<file path="config.mk">
export PLATFORM = sky130hd
export DESIGN_NAME = viol_reset_seq
export DESIGN_NICKNAME = d
export VERILOG_FILES = /design/src/rtl/viol_reset_seq.sv
export SDC_FILE = /design/constraint.sdc
export NUM_CORES = 1
export LEC_CHECK = 0
export ABC_AREA = 1
export CORE_AREA = 10 10 47 49
export CTS_CLUSTER_DIAMETER = 60
export DETAILED_ROUTE_END_ITERATION = 12
export DIE_AREA = 0 0 57 59
export MAX_ROUTING_LAYER = met4
export PLACE_DENSITY = 0.76
export SETUP_SLACK_MARGIN = 0.05
export SLEW_MARGIN = 20
export SYNTH_ARGS = -nofsm -noshare
export SYNTH_HDL_FRONTEND = slang
export SYNTH_SLANG_ARGS = --single-unit
</file>
<file path="constraint.sdc">
create_clock -name clk -period 2.24 [get_ports clk]
set_clock_uncertainty 0.15 [all_clocks]
set_input_delay 0.224 -clock clk [delete_from_list [all_inputs] [get_ports clk]]
set_output_delay 0.224 -clock clk [all_outputs]
set_load 0.05 [all_outputs]
</file>
<file path="src/rtl/viol_reset_seq.sv">
// viol_reset_seq: merges level violation requests into a registered CPU reset with minimum pulse width, sticky cause and episode counter
// Ports: clk, rst_n (async active-low), viol_req[NUM_SRC] level requests, cause_clr clear in idle,
//        reset_out registered CPU reset, busy (== reset_out), cause sticky source OR, viol_cnt saturating episode count.
// Macro VIOL_CAUSE_LOG_EN: when defined, cause/viol_cnt/cause_clr are implemented; otherwise cause and viol_cnt read 0.
module viol_reset_seq #(
  parameter int NUM_SRC     = 4,
  parameter int HOLD_CYCLES = 16,
  parameter int CNT_W       = 8
) (
  input  logic               clk,
  input  logic               rst_n,
  input  logic [NUM_SRC-1:0] viol_req,
  input  logic               cause_clr,
  output logic               reset_out,
  output logic               busy,
  output logic [NUM_SRC-1:0] cause,
  output logic [CNT_W-1:0]   viol_cnt
);
  localparam int HW = $clog2(HOLD_CYCLES + 1);
  typedef enum logic [1:0] {IDLE, ASSERT, DRAIN} state_t;
  state_t        r_state, w_state_nxt;
  logic [HW-1:0] r_hold;
  logic          r_reset_out, w_reset_nxt, w_req_any;
  assign w_req_any = |viol_req;
  // hold counter only moves in ASSERT and stops at zero, so it never wraps
  always_ff @(posedge clk or negedge rst_n)
    if (!rst_n) begin
      r_state     <= IDLE;
      r_hold      <= '0;
      r_reset_out <= 1'b0;
    end else begin
      r_state     <= w_state_nxt;
      r_reset_out <= w_reset_nxt;
      r_hold      <= (r_state == IDLE && w_req_any) ? HW'(HOLD_CYCLES - 1) :
                     (r_state == ASSERT && r_hold != '0) ? r_hold - HW'(1) : r_hold;
    end
  always_comb begin
    w_state_nxt = r_state;
    case (r_state)
      IDLE:    if (w_req_any) w_state_nxt = ASSERT;
      ASSERT:  if (r_hold == '0) w_state_nxt = w_req_any ? DRAIN : IDLE;
      DRAIN:   if (!w_req_any) w_state_nxt = IDLE;
      default: w_state_nxt = IDLE;
    endcase
  end
  // reset_out is decoded from the next state so it rises the cycle after the request
  always_comb begin
    w_reset_nxt = w_state_nxt != IDLE;
  end
  assign reset_out = r_reset_out;
  assign busy      = r_reset_out;
`ifdef VIOL_CAUSE_LOG_EN
  logic [NUM_SRC-1:0] r_cause;
  logic [CNT_W-1:0]   r_viol_cnt;
  // a new request in IDLE takes priority over cause_clr
  always_ff @(posedge clk or negedge rst_n)
    if (!rst_n) begin
      r_cause    <= '0;
      r_viol_cnt <= '0;
    end else if (r_state == IDLE) begin
      if (w_req_any) begin
        r_cause    <= viol_req;
        r_viol_cnt <= (r_viol_cnt == '1) ? r_viol_cnt : r_viol_cnt + CNT_W'(1);
      end else if (cause_clr) begin
        r_cause    <= '0;
        r_viol_cnt <= '0;
      end
    end else begin
      r_cause <= r_cause | viol_req;
    end
  assign cause    = r_cause;
  assign viol_cnt = r_viol_cnt;
`else
  logic w_unused_clr;
  assign w_unused_clr = cause_clr;
  assign cause        = '0;
  assign viol_cnt     = '0;
`endif
endmodule

</file>
# Word level (Yosys, flattened, before mapping)
# Cells that the tools add are included.
# totals
ff_bits,8
in_bits,7
out_inout_bits,14
word_cells,21
# op_classes
n_addsub,1
n_eq_ne,2
n_mux,7
reduce_logical,8
# op_table
cell,n
$mux W5,2
$mux W2,4
$pmux W2 S3,1
$logic_not A5 Y1,1
$reduce_bool A5 Y1,1
$sub A5 B1 Y5 const B,1
$reduce_bool A2 Y1,2
$reduce_or A4 Y1,1
$eq A2 B1 Y1 const B,1
$eq A2 B2 Y1 const B,1
$logic_and A1 B1 Y1,2
$logic_not A2 Y1,1

# Depth between registers and ports, before layout
# logic_depth
ltp_word,5
mapped_depth,7
mapped_depth_nobuf,7

# Worst setup path before layout
# No wires, ideal clock.
# synth_path
kind,register -> register
from,register r_hold[0]
to,register r_hold[3]
setup_ps,117
arrival_ps,1046
required_time_ps,1973
path_slack_ps,927
path_stages_with_launch,8
path_buffers,0
synth_period_minus_slack_ps,1313
path_cell_list,dfrtp_1 > inv_1 > ha_1 > nand3_4 > nand2_4 > nand2_4 > nand2_1 > nand2_1
# synth_via
elab_chain_len,3
elab_cells_between_ends,6
classes_between,add/sub: 1; mux: 2; reduce/logical: 3
# synth_rtl
item,line_no,rtl
from (decl),22,logic [HW-1:0] r_hold;
from (signal assigned),34,r_hold <= (r_state == IDLE && w_req_any) ? HW'(HOLD_CYCLES - 1) :
$sub A5 B1 Y5 or $reduce_bool A5 Y1 (tied branches),35,(r_state == ASSERT && r_hold != '0) ? r_hold - HW'(1) : r_hold;
$mux W5 or $logic_and A1 B1 Y1 (tied branches),35,
$mux W5 or $reduce_bool A2 Y1 (tied branches),-,
# Parallel ways exist; a longest one is shown, timed or not. The select of a mux whose other input is x is not followed.
# A chain may end at the register's enable or synchronous reset.

# Worst setup path in the final report
# layout_path
from,register r_reset_out (netlist: busy)
to,output port busy
# layout_lines
item,line_no,rtl
from (decl),23,"logic r_reset_out, w_reset_nxt, w_req_any;"
from (signal assigned),33,r_reset_out <= w_reset_nxt;
to (decl),15,"output logic busy,"
# No word-level cell between the ends.

==> flow_summary.yaml <==
global_route:
  grt_first_pass_wirelength_um: 1840
  grt_overflow: 0
  antenna_found_initial: 0
  grt_max_degree: 9
  track_usage_pct: 6.94
  first_global_vias: 411
place:
  dp_hpwl_um: 853
  place_area_um2: 584
  gp_congestion: 0.824
  port_buffers: 7
  dp_slack_ns: 0.731
drt:
  drtIter0Drc: 6
  wire_per_inst_um: 11.5
  finalWirelength_um: 1050
  vias_per_cell: 4.34
  drc: 0
  ant_nets: 0
  firstDrtPassIters: 4
  num_vias: 395
worst_setup_path:
  worstPathRequired_ns: 1.87
  start_kind: "flop"
  crit_start: "busy"
  rr_worst_depth: 7
  r2r-start: "r_hold[0]"
  r2r_slack_ns: 0.79
  crit_end: "busy"
  cpLargestDelayFamily: "buffers and inverters"
  crit_chain: "clkdlybuf4s50_1"
  path_depth: 1
  arrival_ns: 1.40
  endpoint_kind: "output pin"
  worstSetupPathType: "flop to output pin"
  crit_fanout: 2
  slowest_delay_ns: 0.81
  cp_num_buf_inv: 1
  cp_slowest_cell: "clkdlybuf4s50_1"
  regToRegEndpoint: "r_hold[3]"
finish:
  stdcell_area_um2: 607
  nNetsFinal: 85
  drive_gt1_share_pct: 12.0
  flow.area_growth_from_synthesis_pct: 10.2
  fillers: 149
  num_antenna_cells: 0
pwr:
  leakage_nw: 0.321
  power_mw: 0.779
  powerDensity_nw_per_um2: 1280
  ir_drop_mv: 0.511
logic_synthesis:
  syn_inst: 67
  yosysTopAreaCell: "dfrtp_1"
  synth_top_area_share_pct: 36.4
  avgSynthCellArea_um2: 8.22
  yosysSeqAreaShare_pct: 36.4
  ys_top_cells_by_area: "dfrtp_1 (36%), buf_4 (18%), nand2_1 (9.5%)"
  ys_seq_elements: 8
  synth_cell_types: 15
  syn-cell-area_um2: 551
  ys_warn_count: 0
clocking:
  path_clk_slew_ns: 0.06
  clockBufferDepth: 2
  cts.htree.levels: 1
  clkSinkCount: 8
  cts-hold-fix-buffers: 0
  cts_resized: 0
  clk_latency_ns: 0.26
  cts_tree: "done"
  cts_buffers: 3
  cts_root_buf: "clkbuf_4"
  post-cts-setup-buffers: 0
timing:
  relSlewSlack_pct: 66.5
  tightest_slew_ns: 0.501
  rsz0062_at_grt: "no"
  finalSetupViolCount: 0
  final.setup.tns_ns: 0
  finalHoldViolations: 0
  fmax_ghz: 0.564
  fin_crit_sh_pct: 79.1
  timing.final.ws_setup_ns: 0.467
  drv_slew: 0
  fin_hold_ws_ns: 0.0945
  fin_crit_ns: 1.77
floorplan:
  die_area_um2: 3360
  initial_core_util_pct: 39.3
  core-area_um2: 1400
  io_pins: 21
  rows: 14
  die_width_um: 57
  die-height_um: 59
outcome:
  status: "complete, no violations"
min_path:
  min_path_type: "input pin to asynchronous set/reset pin"
job:
  drv_cap: 0
[registers in the layout, indices dropped and copies added, names as in the netlist]
| signal | cells |
|---|---|
| r_hold | 5 |
| r_state | 2 |
| busy | 1 |
[report_power, final]
group	switching (mW)	leakage, nW	internal, mW
logic	0.276	0.214	0.140
clock network	0.0525	0.0138	0.0616
registers	0.0490	0.0928	0.200
total	0.378	0.321	0.402
[per-stage QoR]
step           utilization, %  std cells
6_report                 43.3         91
5_1_grt                  43.3         91
4_1_cts                  43.3         91
3_5_place_dp             41.7         88
3_3_place_gp             41.7         88
2_1_floorplan               -         78
[cells by family after synthesis]
logic type | share of synthesized area (%)
simple gates | 36.6
buf+inv | 23.2
flops | 36.4
compound gates | 0.908
fa+ha+maj | 2.27
other cells | 0.681
[Yosys cell counts]
cell type and n:
dfrtp_1 8, nand3_1 8, nand2_1 14, and3_1 1, nand4_1 1, o21ai_0 1, nor2_1 4, nand3b_1 1
nand2_4 3, nor2_4 2, buf_4 13, conb_1 1, inv_1 8, ha_1 1, nand3_4 1
[cell type report]
type	count	area [µm²]	share of cell area, %
multi-input combinational	49	264	43.5
sequential	8	200	33.0
timing repair buffer	7	70.1	11.5
tap	16	20.0	3.30
inverter	8	30.0	4.95
clock buffer	3	22.5	3.71
[per-layer routing]
layer  GRT usage [%]  wire (µm)  up-vias
met1            7.52        483      179
met4            4.03         19        0
met5               -          0        -
li1                -          -      202
met3            2.58         64        2
met2            10.7        482       12
[how the worst min path moves through the flow]
stage	depth (start not counted)	slack, ns	startpoint	endpoint
floorplan	0	-0.22	rst_n	busy
global placement	2	0.32	r_hold[0]	r_hold[0]
detailed placement	2	0.34	r_hold[0]	r_hold[0]
CTS	1	0.1	rst_n	r_hold[4]
global route	1	0.11	rst_n	r_hold[2]
finish	1	0.09	rst_n	r_hold[4]
[placed cells by master, fill, tap and decap left out, drive strengths merged]
cell / n
dfrtp: 8
nand4: 1
inv: 8
conb: 12
and3: 1
clkbuf: 3
clkdlybuf4s50: 7
ha: 1
nand3: 9
nor2: 6
nand3b: 1
nand2: 17
o21ai: 1
(Power assumes the default switching activity.)
